**config.mk**
```make
export PLATFORM = sky130hd
export DESIGN_NAME = load_store_sequencer
export DESIGN_NICKNAME = d
export VERILOG_FILES = /design/src/rtl/lsu_pkg.sv /design/src/rtl/ls_req_check.sv /design/src/rtl/load_store_sequencer.sv
export SDC_FILE = /design/constraint.sdc
export NUM_CORES = 1
export LEC_CHECK = 0
export ABC_AREA = 1
export ABC_CLOCK_PERIOD_IN_PS = 4080
export CORE_ASPECT_RATIO = 0.7
export CORE_MARGIN = 3
export CORE_UTILIZATION = 35
export CTS_CLUSTER_DIAMETER = 50
export CTS_CLUSTER_SIZE = 40
export DETAILED_ROUTE_END_ITERATION = 8
export PLACE_DENSITY = 0.6
export SLEW_MARGIN = 20
export SYNTH_ARGS = -nofsm -noshare
export SYNTH_HDL_FRONTEND = slang
export SYNTH_SLANG_ARGS = --single-unit
```
**constraint.sdc**
```tcl
create_clock -name CLK -period 4.08 [get_ports CLK]
set_input_delay 0.612 -clock CLK [delete_from_list [all_inputs] [get_ports CLK]]
set_output_delay 0.612 -clock CLK [all_outputs]
set_load 0.005 [all_outputs]
```
**src/rtl/lsu_pkg.sv**
```systemverilog
`default_nettype none
// ============================================================================
//  Module   : lsu_pkg
//  Purpose  : Shared size/state encodings and helpers for the load/store
//             sequencer and its request checker.
//  Revision : 1.0  initial release
// ============================================================================
package lsu_pkg;

    localparam logic [1:0] SZ_BYTE = 2'b00;
    localparam logic [1:0] SZ_HALF = 2'b01;
    localparam logic [1:0] SZ_WORD = 2'b10;

    typedef enum logic [1:0] {
        ST_IDLE   = 2'd0,
        ST_ACCESS = 2'd1,
        ST_RESP   = 2'd2
    } state_t;

    // Number of memory beats for a size code; zero marks the illegal code.
    function automatic logic [2:0] nbytes(input logic [1:0] size);
        case (size)
            SZ_BYTE: return 3'd1;
            SZ_HALF: return 3'd2;
            SZ_WORD: return 3'd4;
            default: return 3'd0;
        endcase
    endfunction

endpackage
`default_nettype wire

```
**src/rtl/ls_req_check.sv**
```systemverilog
`default_nettype none
// ============================================================================
//  Module   : ls_req_check
//  Purpose  : Combinational legality check of a load/store request: size
//             code, natural alignment and memory range.
//  Revision : 1.0  initial release
// ============================================================================
module ls_req_check
    import lsu_pkg::*;
#(
    parameter int MEM_BYTES = 4096,
    parameter int ADDR_W    = 32
) (
    input  logic [1:0]        i_size,
    input  logic [ADDR_W-1:0] i_addr,
    output logic              o_legal,
    output logic [2:0]        o_nbytes
);

    localparam logic [ADDR_W:0] c_mem_limit = (ADDR_W+1)'(MEM_BYTES);

    logic [2:0]      w_nbytes;
    logic [ADDR_W:0] w_end;
    logic            w_aligned;
    logic            w_in_range;

    always_comb begin
        w_nbytes = nbytes(i_size);
        // One past the last byte touched; the extra bit keeps top-of-space
        // addresses from wrapping back into range.
        w_end    = {1'b0, i_addr} + {{(ADDR_W-2){1'b0}}, w_nbytes};

        case (i_size)
            SZ_BYTE: w_aligned = 1'b1;
            SZ_HALF: w_aligned = ~i_addr[0];
            SZ_WORD: w_aligned = (i_addr[1:0] == 2'b00);
            default: w_aligned = 1'b0;
        endcase

        w_in_range = (w_nbytes != 3'd0) && (w_end <= c_mem_limit);
        o_legal    = w_aligned && w_in_range;
        o_nbytes   = w_nbytes;
    end

endmodule
`default_nettype wire

```
**src/rtl/load_store_sequencer.sv**
```systemverilog
`default_nettype none
// ============================================================================
//  Module   : load_store_sequencer
//  Purpose  : Sequences byte/half/word loads and stores into single-byte,
//             big-endian memory beats and assembles extended load results.
//  Revision : 1.0  initial release
// ============================================================================
module load_store_sequencer
    import lsu_pkg::*;
#(
    parameter int MEM_BYTES = 4096,
    parameter int ADDR_W    = 32
) (
    input  logic              CLK,
    input  logic              RST,
    input  logic              req_valid,
    output logic              req_ready,
    input  logic              req_write,
    input  logic [1:0]        req_size,
    input  logic              req_signed,
    input  logic [ADDR_W-1:0] req_addr,
    input  logic [31:0]       req_wdata,
    output logic              resp_valid,
    output logic              resp_err,
    output logic [31:0]       resp_rdata,
    output logic [ADDR_W-1:0] mem_addr,
    output logic              mem_write,
    output logic [31:0]       mem_wdata,
    input  logic [7:0]        mem_rdata
);

    state_t            r_state;
    logic              r_req_ready;
    logic              r_resp_valid;
    logic              r_resp_err;
    logic [31:0]       r_resp_rdata;
    logic [ADDR_W-1:0] r_mem_addr;
    logic              r_mem_write;
    logic [31:0]       r_mem_wdata;
    logic [1:0]        r_beat;
    logic [2:0]        r_nbytes;
    logic              r_write;
    logic [1:0]        r_size;
    logic              r_signed;
    logic [23:0]       r_wshift;
    logic [23:0]       r_acc;

    logic              w_legal;
    logic [2:0]        w_nbytes;
    logic [31:0]       w_wdata_aligned;
    logic [31:0]       w_acc_next;
    logic [31:0]       w_load_result;
    logic              w_last_beat;

    ls_req_check #(
        .MEM_BYTES (MEM_BYTES),
        .ADDR_W    (ADDR_W)
    ) u_req_check (
        .i_size   (req_size),
        .i_addr   (req_addr),
        .o_legal  (w_legal),
        .o_nbytes (w_nbytes)
    );

    // Store data is left-justified so the first beat always takes the top byte.
    always_comb begin
        case (w_nbytes)
            3'd1:    w_wdata_aligned = {req_wdata[7:0], 24'h000000};
            3'd2:    w_wdata_aligned = {req_wdata[15:0], 16'h0000};
            default: w_wdata_aligned = req_wdata;
        endcase
    end

    always_comb begin
        w_acc_next  = {r_acc, mem_rdata};
        w_last_beat = ({1'b0, r_beat} == (r_nbytes - 3'd1));
        case (r_size)
            SZ_BYTE: w_load_result = {{24{r_signed & w_acc_next[7]}},  w_acc_next[7:0]};
            SZ_HALF: w_load_result = {{16{r_signed & w_acc_next[15]}}, w_acc_next[15:0]};
            default: w_load_result = w_acc_next;
        endcase
    end

    always_ff @(posedge CLK) begin
        if (RST) begin
            r_state      <= ST_IDLE;
            r_req_ready  <= 1'b1;
            r_resp_valid <= 1'b0;
            r_resp_err   <= 1'b0;
            r_resp_rdata <= '0;
            r_mem_addr   <= '0;
            r_mem_write  <= 1'b0;
            r_mem_wdata  <= '0;
            r_beat       <= '0;
            r_nbytes     <= '0;
            r_write      <= 1'b0;
            r_size       <= SZ_BYTE;
            r_signed     <= 1'b0;
            r_wshift     <= '0;
            r_acc        <= '0;
        end else begin
            r_resp_valid <= 1'b0;
            r_resp_err   <= 1'b0;
            case (r_state)
                ST_IDLE: begin
                    if (req_valid && r_req_ready) begin
                        r_req_ready <= 1'b0;
                        r_write     <= req_write;
                        r_size      <= req_size;
                        r_signed    <= req_signed;
                        r_nbytes    <= w_nbytes;
                        r_beat      <= '0;
                        r_acc       <= '0;
                        if (w_legal) begin
                            r_state     <= ST_ACCESS;
                            r_mem_addr  <= req_addr;
                            r_mem_write <= req_write;
                            r_mem_wdata <= req_write ? {24'h000000, w_wdata_aligned[31:24]} : 32'h0;
                            r_wshift    <= w_wdata_aligned[23:0];
                        end else begin
                            // Rejected requests skip memory entirely.
                            r_state      <= ST_RESP;
                            r_resp_valid <= 1'b1;
                            r_resp_err   <= 1'b1;
                        end
                    end
                end
                ST_ACCESS: begin
                    r_acc <= w_acc_next[23:0];
                    if (w_last_beat) begin
                        r_state      <= ST_RESP;
                        r_mem_write  <= 1'b0;
                        r_mem_wdata  <= '0;
                        r_resp_valid <= 1'b1;
                        if (!r_write) begin
                            r_resp_rdata <= w_load_result;
                        end
                    end else begin
                        r_beat      <= r_beat + 2'd1;
                        r_mem_addr  <= r_mem_addr + {{(ADDR_W-1){1'b0}}, 1'b1};
                        r_mem_wdata <= r_write ? {24'h000000, r_wshift[23:16]} : 32'h0;
                        r_wshift    <= {r_wshift[15:0], 8'h00};
                    end
                end
                ST_RESP: begin
                    r_state     <= ST_IDLE;
                    r_req_ready <= 1'b1;
                end
                default: begin
                    r_state     <= ST_IDLE;
                    r_req_ready <= 1'b1;
                    r_mem_write <= 1'b0;
                    r_mem_wdata <= '0;
                end
            endcase
        end
    end

    assign req_ready  = r_req_ready;
    assign resp_valid = r_resp_valid;
    assign resp_err   = r_resp_err;
    assign resp_rdata = r_resp_rdata;
    assign mem_addr   = r_mem_addr;
    assign mem_write  = r_mem_write;
    assign mem_wdata  = r_mem_wdata;

endmodule
`default_nettype wire

```
==> flow_summary.ini, run 1 <==
[yosys]
syn_inst = 1340
syn_area_sq_mm = 0.00844
synth.avg_cell_area_sq_um = 6.30
yosys_warnings = 0
synthDistinctLibCells = 43
ys_ff_latch = 135
yosysSeqAreaShare_pct = 32.0

[placement]
io_buffers = 154
routabilityCongestion = 0.902
pre_cts_slack_ps = 42.7
hpwlAfterDp_microns = 20300

[cells_and_area]
fillers = 2393
n_antenna_cell = 0
multi_input_area_sq_mm = 0.00487
most-common-layout-cells = 339 x nand2_1, 179 x nor2_1, 160 x nand3_1, 153 x clkdlybuf4s50_1, 135 x dfxtp_1
drive_above_1_share_pct = 8.63
regArea_sq_mm = 0.00270
final_common_cell = nand2_1
area_growth_pct = 27.6
fin_util_pct = 46.4
layout.nets = 1555

[timing]
fin_worst_skew_ps = 17.3
fmax_ghz = 0.277
report.final.slew_viol_count = 0
slew_headroom_pct = 29.7
worstMarginPinSlew_ps = 1050
whs_ps = 463
period_needed_ps = 3610
fin_ws_ps = 467
setup_violations = 0
fin_crit_sh_pct = 88.6
hold_viol = 0
final.setup.tns_ps = 0
rsz0062_at_grt = false

[critical_path]
cp_common_cell = nor2_1
cp.arrival_ps = 3920
regToRegStartpoint = r_state[0]
slowest_stage = clkdlybuf4s50_1
cp-start-kind = primary input
cp.depth = 19
cp_max_fo = 8
r2r_end = r_wshift[15]
r2r_slack_ps = 1040
worstSetupEndpointType = register
crit_path_max_incr_delay_ps = 680
cp_cell_sequence = clkdlybuf4s50_1, nor2_1, ha_1, nand2_1, nor2_1, nor2_1, buf_4, nor2_4, nand2_2, o21ai_1, nand3_1, nor2_1, nand2_1, nor2_2, nand3_2, nand2_1, nand2_1, nor2_1, nor2_1
path_buf_inv = 2
cpLargestDelayFamily = simple AND/OR/NAND/NOR gates
cp.required_ps = 4390
criticalPathCategory = primary input to register
reg2regPathDepth = 8

[run]
drv_cap = 0

[grt]
grtUsageTotal_pct = 21.5
grt_start_max_net_pins = 64
grt-ovfl-total = 0
antenna_found_initial = 0
grt_first_pass_wirelength_microns = 44800
grt_pass1_vias = 8257

[drt]
first_pass_iters = 5
wl_per_cell_microns = 15.5
first_iter_violations = 976
via_per_inst = 5.03
wirelength_microns = 27900
drc = 0
vias = 9021
ant_nets = 0

[die]
die_width_microns = 192
coreArea_sq_mm = 0.0232
die_y_microns = 136
top_level_ports = 179
dieArea_sq_mm = 0.0260
initial_core_util_pct = 36.4
rows = 46

[cts]
postCtsHoldBufs = 0
cts_htree_levels = 4
cts_sinks = 135
numCtsBuffers = 17
cts_buffer_depth = 2
clk_pin_slew_ps = 60
ctsRootBufferMaster = clkbuf_16
cts_tree = yes
cts.repair.resized = 0
clkLatencyLatePin_ps = 420
cts_setup_buffers = 0

[pwr]
power-per-cell-area_mw_per_mm2 = 293
peakVddDrop_v = 0.000295
p_leak_nw = 4.53
totalPowerFinal_mw = 3.16

[hold_path]
holdCritPathClass = register to register
holdCritStartpoint = resp_rdata[6]
min_to = resp_rdata[6]
hold_depth = 2

[status]
status = complete, no violations
==> worst max path at each step <==
stage                      from            to  slack (ps)
floorplan           req_size[1]   mem_addr[2]        1100
global route        req_size[1]  mem_wdata[5]         140
CTS                 req_size[0]  mem_wdata[2]         470
detailed placement  req_size[0]  mem_wdata[2]          40
global placement    req_size[0]  mem_wdata[5]          90
finish              req_size[0]  mem_wdata[5]         470
==> state kept, by name, summed over array words and instances, names as in the netlist <==
| name | flops |
|---|---|
| resp_valid | 1 |
| resp_err | 1 |
| resp_rdata | 32 |
| r_signed | 1 |
| mem_addr | 32 |
| r_size | 2 |
| r_wshift | 24 |
| mem_write | 1 |
| r_state | 2 |
| req_ready | 1 |
| mem_wdata | 8 |
| r_nbytes | 3 |
| r_beat | 2 |
| r_write | 1 |
| r_acc | 24 |
==> area by class of cell <==
type / instances / area share, %
Multi-Input combinational cell: 1016 / 45.2
Sequential cell: 135 / 25.1
Timing Repair Buffer: 178 / 16.6
Inverter: 122 / 4.25
Clock buffer: 17 / 3.95
Tap cell: 312 / 3.62
Clock inverter: 15 / 1.22
==> per-stage QoR <==
step / instance area (sq um) / instances
floorplan: 8530 / 1363
global placement: 10200 / 1763
detailed placement: 10200 / 1763
CTS: 10800 / 1795
global route: 10800 / 1795
finish: 10800 / 1795
==> cells by family after synthesis <==
kind of cell | share of synthesized area, %
simple gates | 42.1
buf+inv | 11.4
compound gates | 10.2
flops | 32.0
xor+xnor | 3.22
fa+ha+maj | 0.978
other cells | 0.0444
==> Yosys cell counts, drive strengths merged <==
master / n / area (sq um)
a21o: 2 / 15.0
a21oi: 72 / 360
a221oi: 13 / 114
a22o: 1 / 8.76
a22oi: 5 / 37.5
a31oi: 1 / 6.26
and2: 2 / 12.5
and3: 1 / 6.26
buf: 44 / 334
clkbuf: 46 / 173
clkinv: 6 / 22.5
conb: 1 / 3.75
dfxtp: 135 / 2700
fa: 1 / 20.0
ha: 5 / 62.6
inv: 116 / 435
nand2: 348 / 1340
nand3: 168 / 881
nand3b: 3 / 22.5
nand4: 16 / 115
nor2: 229 / 1000
nor3: 25 / 125
nor3b: 1 / 7.51
nor4: 6 / 37.5
o21ai: 54 / 270
o21bai: 1 / 7.51
o22ai: 4 / 25.0
o32ai: 2 / 17.5
or2: 1 / 6.26
xnor2: 4 / 35.0
xor2: 27 / 236
==> worst register-to-register path, cell delays in order, from the launching register on <==
cell	delay, ps
dfxtp_1	330
clkinv_1	320
nor2_4	560
buf_4	630
nor2_1	420
inv_1	350
o22ai_1	150
nor2_2	140
nor2_1	40
==> per-layer routing <==
metal / track usage [%] / vias up / wire [microns]
met4: 3.42 / 0 / 119
met1: 33.1 / 4133 / 14100
met2: 30.3 / 337 / 11500
li1: - / 4538 / -
met5: 0 / - / 0
met3: 5.08 / 13 / 2110
==> where the power goes <==
part           switching [mW]  internal (mW)
registers              0.0102           1.33
logic                   0.214          0.138
clock network           0.672          0.801
Power figures use the tool's default switching activity.
==> inputs of run 2 (changes only) <==
CORE_UTILIZATION = 45   (was 35)
PLACE_DENSITY = 0.74   (was 0.6)
==> run 2 against run 1 <==
Flip-flop and latch count is the same. Register-to-register slack gained 90 ps. Largest power group unchanged. Via count grew 1.6%.
==> flow_summary.ini, run 2 (synthesized netlist as in run 1, its figures left out) <==
[timing]
report.final.slew_viol_count = 0
fmax_ghz = 0.271
worstMarginPinSlew_ps = 1010
rsz0062_at_grt = false
fin_ws_ps = 392
fin_crit_sh_pct = 90.4
hold_viol = 0
slew_headroom_pct = 32.7
period_needed_ps = 3690
final.setup.tns_ps = 0
setup_violations = 0
fin_worst_skew_ps = 15.2

[pwr]
p_leak_nw = 4.55
peakVddDrop_v = 0.000295
power-per-cell-area_mw_per_mm2 = 311
totalPowerFinal_mw = 3.33

[placement]
pre_cts_slack_ps = 12.2
hpwlAfterDp_microns = 19300
dp_cells = 1686
routabilityCongestion = 0.928
io_buffers = 154

[status]
status = complete, no violations

[critical_path]
regToRegStartpoint = mem_addr[0]
r2r_end = mem_addr[24]
r2r_slack_ps = 1130
cp-start-kind = primary input
cp.required_ps = 4400
cp-endpoint = mem_addr[21]
worstSetupEndpointType = register
cp_max_fo = 22
crit_start = req_size[1]
cp.arrival_ps = 4010
reg2regPathDepth = 14
criticalPathCategory = primary input to register

[cts]
cts_setup_buffers = 0
cts_tree = yes
ctsRootBufferMaster = clkbuf_16
cts_buffer_depth = 2
cts_sinks = 135
clkLatencyLatePin_ps = 430
numCtsBuffers = 17
postCtsHoldBufs = 0
clk_pin_slew_ps = 70
cts_htree_levels = 4
cts.repair.resized = 0

[grt]
grt_start_max_net_pins = 64
antenna_found_initial = 0
grtUsageMet2_pct = 38.9
grtUsageTotal_pct = 26.0
grt_util_met1_pct = 38.3
grt-ovfl-total = 0
grt_busiest_layer = met2
met3_usage_pct = 5.23
grt_pass1_vias = 8489
grt_first_pass_wirelength_microns = 43400

[cells_and_area]
drive_above_1_share_pct = 8.57
fillers = 1739
n_antenna_cell = 0
final_cells = 1718
area_growth_pct = 26.9
final_common_cell = nand2_1
most-common-layout-cells = 339 x nand2_1, 179 x nor2_1, 160 x nand3_1, 153 x clkdlybuf4s50_1, 135 x dfxtp_1
layout.nets = 1554

[drt]
drc = 0
wirelength_microns = 26600
vias = 9165
ant_nets = 0
wl_per_cell_microns = 15.5
first_pass_iters = 5
via_per_inst = 5.33
first_iter_violations = 981

[die]
top_level_ports = 179
initial_core_util_pct = 46.4
coreArea_sq_mm = 0.0182
rows = 41
die_width_microns = 170
dieArea_sq_mm = 0.0205
die_y_microns = 121

[hold_path]
holdCritStartpoint = resp_rdata[14]
holdCritPathClass = register to register

[run]
drv_cap = 0
## run 2: cell types whose count changed in the layout (fill, tap and decap cells not counted), sizes merged
cell | before | now
clkbuf | 17 | 18
inv | 125 | 123
buf | 25 | 24
bufinv | 0 | 3
clkinvlp | 4 | 2
## run 2: critical path: stages
cell and delay (ps):
clkdlybuf4s50_1 590, inv_1 140, nand2_1 100, clkinv_1 130
ha_1 320, nand2_1 60, nor2_1 90, nor2_1 50
buf_4 150, nor2_4 230, nand2_2 90, o21ai_1 140
nand3_1 90, nor2_1 160, nand2_1 90, nor2_2 230
nand3_2 150, nand2_4 150, nand2_4 90, buf_12 190
nor2_1 100, nor2_1 50
## run 2: worst min path at each step
stage	end	slack [ps]	depth (start not counted)
2_1_floorplan	r_nbytes[1]	450	2
3_3_place_gp	resp_rdata[20]	450	2
4_1_cts	resp_rdata[14]	460	2
3_5_place_dp	resp_rdata[15]	450	2
5_1_grt	resp_rdata[0]	480	2
6_report	resp_rdata[14]	460	2
## run 2: final cells by class
class / instances / area, sq um / area share (%)
Clock buffer: 18 / 439 / 4.10
Clock inverter: 14 / 186 / 1.74
Timing Repair Buffer: 177 / 1760 / 16.4
Tap cell: 236 / 295 / 2.76
Sequential cell: 135 / 2700 / 25.2
Inverter: 122 / 458 / 4.27
Multi-Input combinational cell: 1016 / 4870 / 45.5
## run 2: report_power, final
| group | switching [mW] | leakage, nW | internal (mW) |
|---|---|---|---|
| clock | 0.649 | 0.301 | 0.996 |
| combinational | 0.212 | 3.16 | 0.135 |
| sequential | 0.0109 | 1.09 | 1.33 |
| total | 0.872 | 4.55 | 2.46 |
## run 2: metal layers
metal  vias up  wire [microns]
li1       4538               -
met5         -               0
met3        32            2240
met4         0             302
met2       404           11100
met1      4191           12900
## run 2: stage by stage
stage	instance area, sq um	utilization (%)	hold WS, ps
CTS	10700	58.8	463
detailed placement	10100	55.4	454
finish	10700	58.8	461
floorplan	8530	-	453
global route	10700	58.8	480
global placement	10100	55.4	448
